$ cat config.mk
export PLATFORM = sky130hd
export DESIGN_NAME = char_writer
export DESIGN_NICKNAME = d
export VERILOG_FILES = /design/src/rtl/char_writer_pkg.sv /design/src/rtl/cell_addr.sv /design/src/rtl/char_writer.sv
export SDC_FILE = /design/constraint.sdc
export NUM_CORES = 1
export LEC_CHECK = 0
export CORE_UTILIZATION = 45
export CTS_BUF_LIST = sky130_fd_sc_hd__clkbuf_16
export CTS_CLUSTER_DIAMETER = 40
export CTS_CLUSTER_SIZE = 24
export DETAILED_ROUTE_END_ITERATION = 16
export GPL_ROUTABILITY_DRIVEN = 0
export PLACE_DENSITY = 0.68
export SKIP_LAST_GASP = 1
export SLEW_MARGIN = 20
export SYNTH_ARGS = -nofsm -noshare
export SYNTH_HDL_FRONTEND = slang
export SYNTH_HIERARCHICAL = 1
export SYNTH_SLANG_ARGS = --single-unit
$ cat constraint.sdc
create_clock -name px_clk -period 4.7 [get_ports px_clk]
set_input_delay 0.47 -clock px_clk [delete_from_list [all_inputs] [get_ports px_clk]]
set_output_delay 0.47 -clock px_clk [all_outputs]
set_load 0.005 [all_outputs]
$ cat src/rtl/char_writer_pkg.sv
// Shared constants, control codes and FSM encoding for the character writer.
package char_writer_pkg;

  localparam int unsigned COLS   = 80;
  localparam int unsigned ROWS   = 24;
  localparam int unsigned ADDR_W = 11;

  localparam logic [7:0] CH_BS  = 8'h08;
  localparam logic [7:0] CH_LF  = 8'h0A;
  localparam logic [7:0] CH_FF  = 8'h0C;
  localparam logic [7:0] CH_CR  = 8'h0D;
  localparam logic [7:0] CH_SP  = 8'h20;
  localparam logic [7:0] CH_DEL = 8'h7F;

  typedef enum logic [2:0] {
    ST_IDLE,
    ST_PUT,
    ST_CTRL,
    ST_CLR_ROW,
    ST_CLR_ALL
  } state_t;

  function automatic logic is_printable(input logic [7:0] b);
    return (b >= CH_SP) && (b < CH_DEL);
  endfunction

endpackage

$ cat src/rtl/cell_addr.sv
// Maps a logical row (scroll base + offset, wrapped at ROWS) and column to a buffer address.
module cell_addr #(
  parameter int unsigned COLS   = char_writer_pkg::COLS,
  parameter int unsigned ROWS   = char_writer_pkg::ROWS,
  parameter int unsigned ADDR_W = char_writer_pkg::ADDR_W
) (
  input  logic [4:0]        base,
  input  logic [4:0]        offset,
  input  logic [6:0]        col,
  output logic [ADDR_W-1:0] addr
);

  logic [5:0] sum;
  logic [4:0] phys;

  assign sum  = {1'b0, base} + {1'b0, offset};
  assign phys = (sum >= 6'(ROWS)) ? 5'(sum - 6'(ROWS)) : sum[4:0];

  generate
    if (COLS == 80) begin : g_shift
      // phys*80 as phys*64 + phys*16
      assign addr = ADDR_W'({phys, 6'b0}) + ADDR_W'({phys, 4'b0}) + ADDR_W'(col);
    end else begin : g_mul
      assign addr = ADDR_W'(phys * COLS) + ADDR_W'(col);
    end
  endgenerate

endmodule

$ cat src/rtl/char_writer.sv
// Byte-stream interpreter that owns the cursor, scroll offset and all buffer writes,
// issuing writes only while the raster is blanking.
module char_writer #(
  parameter int unsigned COLS   = char_writer_pkg::COLS,
  parameter int unsigned ROWS   = char_writer_pkg::ROWS,
  parameter int unsigned ADDR_W = char_writer_pkg::ADDR_W
) (
  input  logic              px_clk,
  input  logic              clr,
  input  logic [7:0]        in_data,
  input  logic              in_valid,
  output logic              in_ready,
  input  logic              blank,
  output logic [ADDR_W-1:0] buf_addr,
  output logic [7:0]        buf_din,
  output logic              buf_wen,
  output logic [6:0]        cursor_col,
  output logic [4:0]        cursor_row,
  output logic [4:0]        first_row,
  output logic              busy
);
  import char_writer_pkg::*;

  localparam logic [6:0]        COL_LAST = 7'(COLS - 1);
  localparam logic [4:0]        ROW_LAST = 5'(ROWS - 1);
  localparam logic [ADDR_W-1:0] ROW_END  = ADDR_W'(COLS - 1);
  localparam logic [ADDR_W-1:0] ALL_END  = ADDR_W'(COLS * ROWS - 1);

  state_t            state, state_n;
  logic [6:0]        col, col_n;
  logic [4:0]        row, row_n;
  logic [4:0]        top, top_n;
  logic [4:0]        crow, crow_n;
  logic [ADDR_W-1:0] cnt, cnt_n;
  logic [7:0]        ch, ch_n;
  logic              do_lf;

  logic [4:0]        ca_base, ca_off;
  logic [6:0]        ca_col;
  logic [ADDR_W-1:0] ca_addr;

  always_ff @(posedge px_clk or posedge clr) begin
    if (clr) begin
      state <= ST_IDLE;
      col   <= '0;
      row   <= '0;
      top   <= '0;
      crow  <= '0;
      cnt   <= '0;
      ch    <= '0;
    end else begin
      state <= state_n;
      col   <= col_n;
      row   <= row_n;
      top   <= top_n;
      crow  <= crow_n;
      cnt   <= cnt_n;
      ch    <= ch_n;
    end
  end

  always_comb begin
    state_n = state;
    col_n   = col;
    row_n   = row;
    top_n   = top;
    crow_n  = crow;
    cnt_n   = cnt;
    ch_n    = ch;
    do_lf   = 1'b0;
    case (state)
      ST_IDLE: begin
        if (in_valid) begin
          if (is_printable(in_data)) begin
            ch_n    = in_data;
            state_n = ST_PUT;
          end else begin
            state_n = ST_CTRL;
            case (in_data)
              CH_LF: do_lf = 1'b1;
              CH_CR: col_n = '0;
              CH_BS: if (col != '0) col_n = col - 7'd1;
              CH_FF: begin
                col_n   = '0;
                row_n   = '0;
                top_n   = '0;
                cnt_n   = '0;
                state_n = ST_CLR_ALL;
              end
              default: ;
            endcase
          end
        end
      end
      ST_PUT: begin
        if (blank) begin
          state_n = ST_IDLE;
          if (col == COL_LAST) begin
            col_n = '0;
            do_lf = 1'b1;
          end else begin
            col_n = col + 7'd1;
          end
        end
      end
      ST_CTRL: state_n = ST_IDLE;
      ST_CLR_ROW: begin
        if (blank) begin
          if (cnt == ROW_END) state_n = ST_IDLE;
          else                cnt_n   = cnt + 1'b1;
        end
      end
      ST_CLR_ALL: begin
        if (blank) begin
          if (cnt == ALL_END) state_n = ST_IDLE;
          else                cnt_n   = cnt + 1'b1;
        end
      end
      default: state_n = ST_IDLE;
    endcase

    // LF at the bottom scrolls: the old top row becomes the new bottom row and is blanked
    if (do_lf) begin
      if (row != ROW_LAST) begin
        row_n = row + 5'd1;
      end else begin
        top_n   = (top == ROW_LAST) ? 5'd0 : top + 5'd1;
        crow_n  = top;
        cnt_n   = '0;
        state_n = ST_CLR_ROW;
      end
    end
  end

  assign ca_base = (state == ST_CLR_ROW) ? crow : top;
  assign ca_off  = (state == ST_CLR_ROW) ? 5'd0 : row;
  assign ca_col  = (state == ST_CLR_ROW) ? cnt[6:0] : col;

  cell_addr #(
    .COLS   (COLS),
    .ROWS   (ROWS),
    .ADDR_W (ADDR_W)
  ) u_cell_addr (
    .base   (ca_base),
    .offset (ca_off),
    .col    (ca_col),
    .addr   (ca_addr)
  );

  always_comb begin
    buf_wen  = 1'b0;
    buf_addr = '0;
    buf_din  = '0;
    case (state)
      ST_PUT: begin
        buf_wen  = blank;
        buf_addr = ca_addr;
        buf_din  = ch;
      end
      ST_CLR_ROW: begin
        buf_wen  = blank;
        buf_addr = ca_addr;
        buf_din  = CH_SP;
      end
      ST_CLR_ALL: begin
        buf_wen  = blank;
        buf_addr = cnt;
        buf_din  = CH_SP;
      end
      default: ;
    endcase
  end

  assign in_ready   = (state == ST_IDLE);
  assign busy       = (state != ST_IDLE);
  assign cursor_col = col;
  assign cursor_row = row;
  assign first_row  = top;

endmodule
==> results of run 1 <==
power groups by stage:
| stage | logic [mW] | registers, mW | clock network (mW) |
|---|---|---|---|
| 2_1_floorplan | 0.563 | 0.536 | 0 |
| 5_1_grt | 0.943 | 0.602 | 0.366 |
| 3_3_place_gp | 0.805 | 0.584 | 0 |
| 6_report | 0.851 | 0.584 | 0.345 |
| 3_5_place_dp | 0.823 | 0.587 | 0 |
| 4_1_cts | 0.838 | 0.581 | 0.349 |
flip-flops by register name, indices dropped and copies added, names as in the netlist:
register,cells
crow,5
cnt,11
state,3
first_row,5
cursor_row,5
ch,8
cursor_col,7
final timing paths:
kind / endpoint / slack [ns] / depth (start not counted)
max: buf_addr[10] / 0.20 / 20
min reg2reg: ch[7] / 0.48 / 1
max in group asynchronous: cnt[0] / 3.68 / 3
max reg2reg: first_row[3] / 1.92 / 6
min in group asynchronous: ch[6] / 0.62 / 3
min: ch[7] / 0.48 / 1
cell type report:
| type | instances | area share, % |
|---|---|---|
| clock buffer | 5 | 2.712 |
| timing repair buffer | 71 | 14.43 |
| multi-input combinational | 341 | 54.03 |
| tap | 102 | 2.766 |
| sequential | 44 | 23.87 |
| clock inverter | 3 | 0.4068 |
| inverter | 22 | 1.790 |
cells by family (layout without fill, tap and decap cells):
kind of cell	Yosys count	after routing	synth area share [%]
compound gates	115	115	22.25
flops	44	44	29.89
xor+xnor	8	8	1.902
simple gates	178	178	26.02
fa+ha+maj	23	23	8.424
mux	17	17	5.095
buf+inv	52	101	6.420
through the flow:
| step | instances | total power [mW] |
|---|---|---|
| 2_1_floorplan | 437 | 1.099 |
| 3_3_place_gp | 571 | 1.389 |
| 3_5_place_dp | 571 | 1.409 |
| 4_1_cts | 587 | 1.768 |
| 5_1_grt | 588 | 1.911 |
| 6_report | 588 | 1.780 |
repair_timing:
action                     4_1_cts  5_1_grt
buffers inserted                 8        1
setup endpoints to repair        3        4
hold endpoints to repair         0        0
pin swaps                       12       10
cloned                           0        0
resized for setup               19       13
routing by layer:
layer | track usage (%) | vias up | wire [um]
met5 | 0 | - | 0
met4 | 7.422 | 0 | 174
met3 | 3.612 | 18 | 516
met2 | 41.23 | 123 | 4894
met1 | 32.61 | 1723 | 4444
li1 | - | 1703 | -
worst register-to-register path, delay by kind of cell, from the launching register on:
kind	cells	cell delay, ns
AND/OR/NAND/NOR	2	1.14
AO/OA/AOI/OAI	2	0.61
flip-flops	1	0.38
multiplexers	1	0.38
buffers and inverters	1	0.16
layout by cell type (no fill, tap or decap), drive strengths merged, types with 5 or more instances in the layout:
| cell type | count |
|---|---|
| a21o | 5 |
| a21oi | 20 |
| a22o | 13 |
| and2 | 13 |
| buf | 21 |
| clkbuf | 5 |
| clkdlybuf4s50 | 47 |
| dfrtp | 44 |
| ha | 20 |
| inv | 21 |
| mux2 | 14 |
| nand2 | 59 |
| nand3 | 20 |
| nand4 | 5 |
| nor2 | 20 |
| nor2b | 6 |
| nor3 | 9 |
| nor3b | 6 |
| nor4 | 7 |
| o21ai | 25 |
| o22ai | 7 |
| o31ai | 6 |
| or4 | 6 |
| xor2 | 5 |
==> qor.yml, run 1 <==
critical_path:
  worstReg2RegStart: "state[1]"
  endpoint_kind: "output port"
  crit_fanout: 7
  path_delay_family: "buffers and inverters"
  cpPeakStageDelay_ns: 0.39
  crit_chain: "nand3b_1 > buf_6 > mux2_2 > inv_1 > fa_2 > nor2b_4 > or3_4 > o21ai_2 > a221oi_2 > o21ai_2 > buf_4 > buf_4 > buf_4 > buf_4 > ha_4 > nor2_1 > a21oi_1 > xor2_1 > a22o_1 > dlygate4sd2_1"
  startpoint_type: "flip-flop"
  worst_path_most_repeated_cell: "buf_4"
  path_buf_inv: 7
  worstPathArrival_ns: 4.03
  worstSetupPathType: "reg -> out"
  critPathLaunch: "state[2]"
  required_ns: 4.23
  crit_slowest_cell: "fa_2"
synth:
  yosysSeqAreaShare_pct: 29.89
  synth_area_um2: 3684
  ys_warn_count: 6
  synth_fp_nets: 472
  synth-async-reset-ratio_pct: 100.0
  syn_avg_cell_area_um2: 8.429
  yosysMostFrequentCell: "nand2_1"
  synth-edff-count: 0
  ys_ff_latch: 44
  yosysTopAreaCell: "dfrtp_1"
  synth.area.top_cells: "dfrtp_1, ha_1, nand2_1"
  synthFlopType: "dfrtp_1"
  synth_common_cells: "nand2_1, dfrtp_1, inv_1"
  ys_types: 70
  yosys.area.top_type_share_pct: 29.89
  syn_inst: 437
pwr:
  powerDensity_nw_per_um2: 385.7
  power_leakage_nw: 1.989
  swShare_pct: 39.69
  intPower_mw: 1.073
  ir_drop_uv: 181.5
  p_seq_share_pct: 32.8
  p_comb_share_pct: 47.8
  p_switching_mw: 0.7063
  p_clk_share_pct: 19.4
layout:
  regArea_um2: 1101
  final_net_count: 520
  drive_gt1_share_pct: 16.46
  num-fill-cells: 700
  final_area_um2: 4613
  antennaDiodeCount: 0
  final_core_util_pct: 59.09
  multi_input_area_um2: 2492
  area_growth_pct: 25.24
routing:
  drtAntennaViolNets: 0
  firstDrtPassIters: 4
  wire_per_inst_um: 17.06
  dr_total_vias: 3567
  drc: 0
  initialDrtViolationCount: 147
  viasPerCell: 6.066
  drt-total-wl_mm: 10.03
clocking:
  ctsHtreeMaxLevel: 2
  cts_sinks: 44
  cts_buffers: 5
  cts_tree: "yes"
  cts_hold_buf: 0
  cts_buffer_depth: 2
  root_buffer: "clkbuf_16"
  path_clk_slew_ns: 0.06
  worstSkewPairLatency_ns: 0.29
floorplanning:
  io_pins: 51
  initial_core_util_pct: 47.18
  dieArea_um2: 8552
  dieHeight_um: 92.48
  die_w_um: 92.48
  rows: 32
  core-area_um2: 7807
status:
  status: "finished clean"
sta:
  tns_ns: 0
  fmax_mhz: 222.0
  drv_slew: 0
  whs_ns: 0.4759
  final-setup-viol-count: 0
  hold_viol_final: 0
  slew_headroom_pct: 31.95
  worst_slack_ns: 0.1962
  fin_skew_ns: 0.004929
  fin_crit_ns: 4.504
  tightest_slew_ns: 1.019
  fin_crit_sh_pct: 95.83
placed_design:
  place_area_um2: 4253
  hpwl_mm: 7.067
  place_ws_ns: 0.06197
  portBuffers: 50
global_route:
  grt_overflow_total: 0
  grt_pass1_vias: 3506
  antenna_found_initial: 0
  grt_max_degree: 45
  grt_pass1_wl_mm: 16.98
  grtUsageTotal_pct: 24.57
hold_path:
  hp-start: "ch[7]"
  hold_path.class: "reg -> reg"
run:
  cap_violations: 0
(Power assumes the default switching activity.)
==> run 2: changes to the inputs <==
--- a/config.mk
+++ b/config.mk
@@ -11,6 +11,7 @@
 export CTS_CLUSTER_SIZE = 24
 export DETAILED_ROUTE_END_ITERATION = 16
 export GPL_ROUTABILITY_DRIVEN = 0
+export HOLD_SLACK_MARGIN = 0.02
 export PLACE_DENSITY = 0.68
 export SKIP_LAST_GASP = 1
 export SLEW_MARGIN = 20
==> results of run 2 <==
No change in the layout: final DEF, timing and power equal those of run 1.
==> run 3: changes to the inputs <==
--- a/config.mk
+++ b/config.mk
@@ -13,7 +13,7 @@
 export GPL_ROUTABILITY_DRIVEN = 0
 export HOLD_SLACK_MARGIN = 0.02
 export PLACE_DENSITY = 0.68
-export SKIP_LAST_GASP = 1
+export REMOVE_ABC_BUFFERS = 1
 export SLEW_MARGIN = 20
 export SYNTH_ARGS = -nofsm -noshare
 export SYNTH_HDL_FRONTEND = slang
==> qor.yml, run 3 (synthesis results as in run 1) <==
status:
  status: "finished clean"
clocking:
  path_clk_slew_ns: 0.06
  ctsHtreeMaxLevel: 2
  cts_sinks: 44
  cts_tree: "yes"
  root_buffer: "clkbuf_16"
  cts_hold_buf: 0
  cts_buffer_depth: 2
  cts_buffers: 5
  worstSkewPairLatency_ns: 0.29
critical_path:
  rr_worst_depth: 6
  worstPathArrival_ns: 4.04
  startpoint_type: "flip-flop"
  endpoint_kind: "output port"
  reg2reg_to: "first_row[3]"
  worstReg2RegStart: "state[1]"
  ff2ff_setup_slack_ns: 1.91
  crit_fanout: 6
  worstSetupPathType: "reg -> out"
  required_ns: 4.23
routing:
  drtAntennaViolNets: 0
  drt-total-wl_mm: 9.814
  drc: 0
  firstDrtPassIters: 4
  dr_total_vias: 3487
  viasPerCell: 5.940
  initialDrtViolationCount: 227
  wire_per_inst_um: 16.72
sta:
  drv_slew: 0
  final-setup-viol-count: 0
  fmax_mhz: 221.6
  worst_slack_ns: 0.1866
  hold_viol_final: 0
  fin_crit_sh_pct: 96.03
  slew_headroom_pct: 40.50
  whs_ns: 0.4847
  fin_crit_ns: 4.513
  tightest_slew_ns: 0.8907
  fin_skew_ns: 0.006909
placed_design:
  hpwl_mm: 7.150
  place_ws_ns: 0.09801
  portBuffers: 50
layout:
  area_growth_pct: 23.47
  layout_common_cells: "nand2_1, clkdlybuf4s50_1, dfrtp_1"
  final_net_count: 519
  drive_gt1_share_pct: 14.23
  final_core_util_pct: 58.25
  largest_register_ffs: 11
  final_common_cell: "nand2_1"
  antennaDiodeCount: 0
  regMostFlops: "cnt"
run:
  cap_violations: 0
floorplanning:
  io_pins: 51
  core-area_um2: 7807
  dieHeight_um: 92.48
  dieArea_um2: 8552
  rows: 32
  initial_core_util_pct: 47.18
  die_w_um: 92.48
hold_path:
  hp-start: "crow[1]"
  min_path_cells: 2
  whs_endpoint: "crow[1]"
  hold_path.class: "reg -> reg"
global_route:
  grt_max_degree: 45
  grtUsageTotal_pct: 24.16
  antenna_found_initial: 0
  grt_pass1_wl_mm: 16.71
  grt_pass1_vias: 3384
  grt_overflow_total: 0
pwr:
  power_leakage_nw: 1.986
  p_total_mw: 1.787
  ir_drop_uv: 242.2
  powerDensity_nw_per_um2: 392.9
## run 3: cell count changes in the layout (fill, tap and decap cells not counted), moves of 2 or more
| cell | before | now |
|---|---|---|
| o21ai_0 | 16 | 19 |
| a221oi_2 | 2 | 0 |
| o21ai_2 | 2 | 0 |
| a221oi_1 | 2 | 4 |
| ha_1 | 14 | 16 |
| ha_4 | 6 | 4 |
| inv_6 | 0 | 2 |
## run 3: final cells by class
cell class | count | area [um^2]
clock inverters | 3 | 25.02
multi-input cells | 341 | 2432
clock buffers | 5 | 125.1
repair buffers | 70 | 654.4
fillers | 705 | 3259
inverters | 22 | 82.58
flip-flops and latches | 44 | 1101
well taps | 102 | 127.6
## run 3: worst max-delay path by stage
stage	cells past startpoint	from	end	slack, ns
after floorplan	17	state[2]	buf_addr[10]	0.47
after global placement	18	state[2]	buf_addr[10]	0.23
after CTS	17	state[2]	buf_addr[10]	0.15
final	17	state[2]	buf_addr[10]	0.19
after detailed placement	19	state[1]	buf_addr[10]	0.1
after global routing	17	state[2]	buf_addr[10]	-0.01
## run 3: report_power, final
| part | leakage, nW | internal (mW) | switching, mW |
|---|---|---|---|
| Clock | 0.0708 | 0.201 | 0.163 |
| Sequential | 0.582 | 0.465 | 0.119 |
| Combinational | 1.33 | 0.412 | 0.427 |
## run 3: metrics by stage
stage,TNS [ns],cell area [um^2],instances
floorplan,0,3530,407
global placement,0,4260,572
detailed placement,0,4260,572
CTS,0,4531,586
global route,-0.01145,4548,587
finish,0,4548,587
## run 3: critical path: stages, from the launching register on
cell and delay (ns):
dfrtp_1 0.37, nand3b_1 0.21, buf_6 0.17, mux2_4 0.31
ha_4 0.27, nor2b_4 0.14, or3_1 0.37, o21ai_1 0.13
a221oi_1 0.09, o21ai_1 0.18, ha_1 0.29, ha_4 0.22
nor2b_2 0.15, o21ai_0 0.14, a21oi_1 0.11, xor2_1 0.17
a22o_1 0.20, dlygate4sd2_1 0.25
## run 3: timing repair
item / 4_1_cts / 5_1_grt
setup buffers: 6 / 1
gates resized for setup: 17 / 2
setup endpoints to repair: 2 / 3
pin swaps: 13 / 5
## run 3: layer usage
layer | track usage, % | vias up | part of all wire (%)
li1 | - | 1692 | -
met1 | 32.25 | 1670 | 47
met2 | 40.12 | 113 | 47
met3 | 3.777 | 12 | 4.3
met4 | 7.292 | 0 | 1.5
met5 | 0 | - | 0
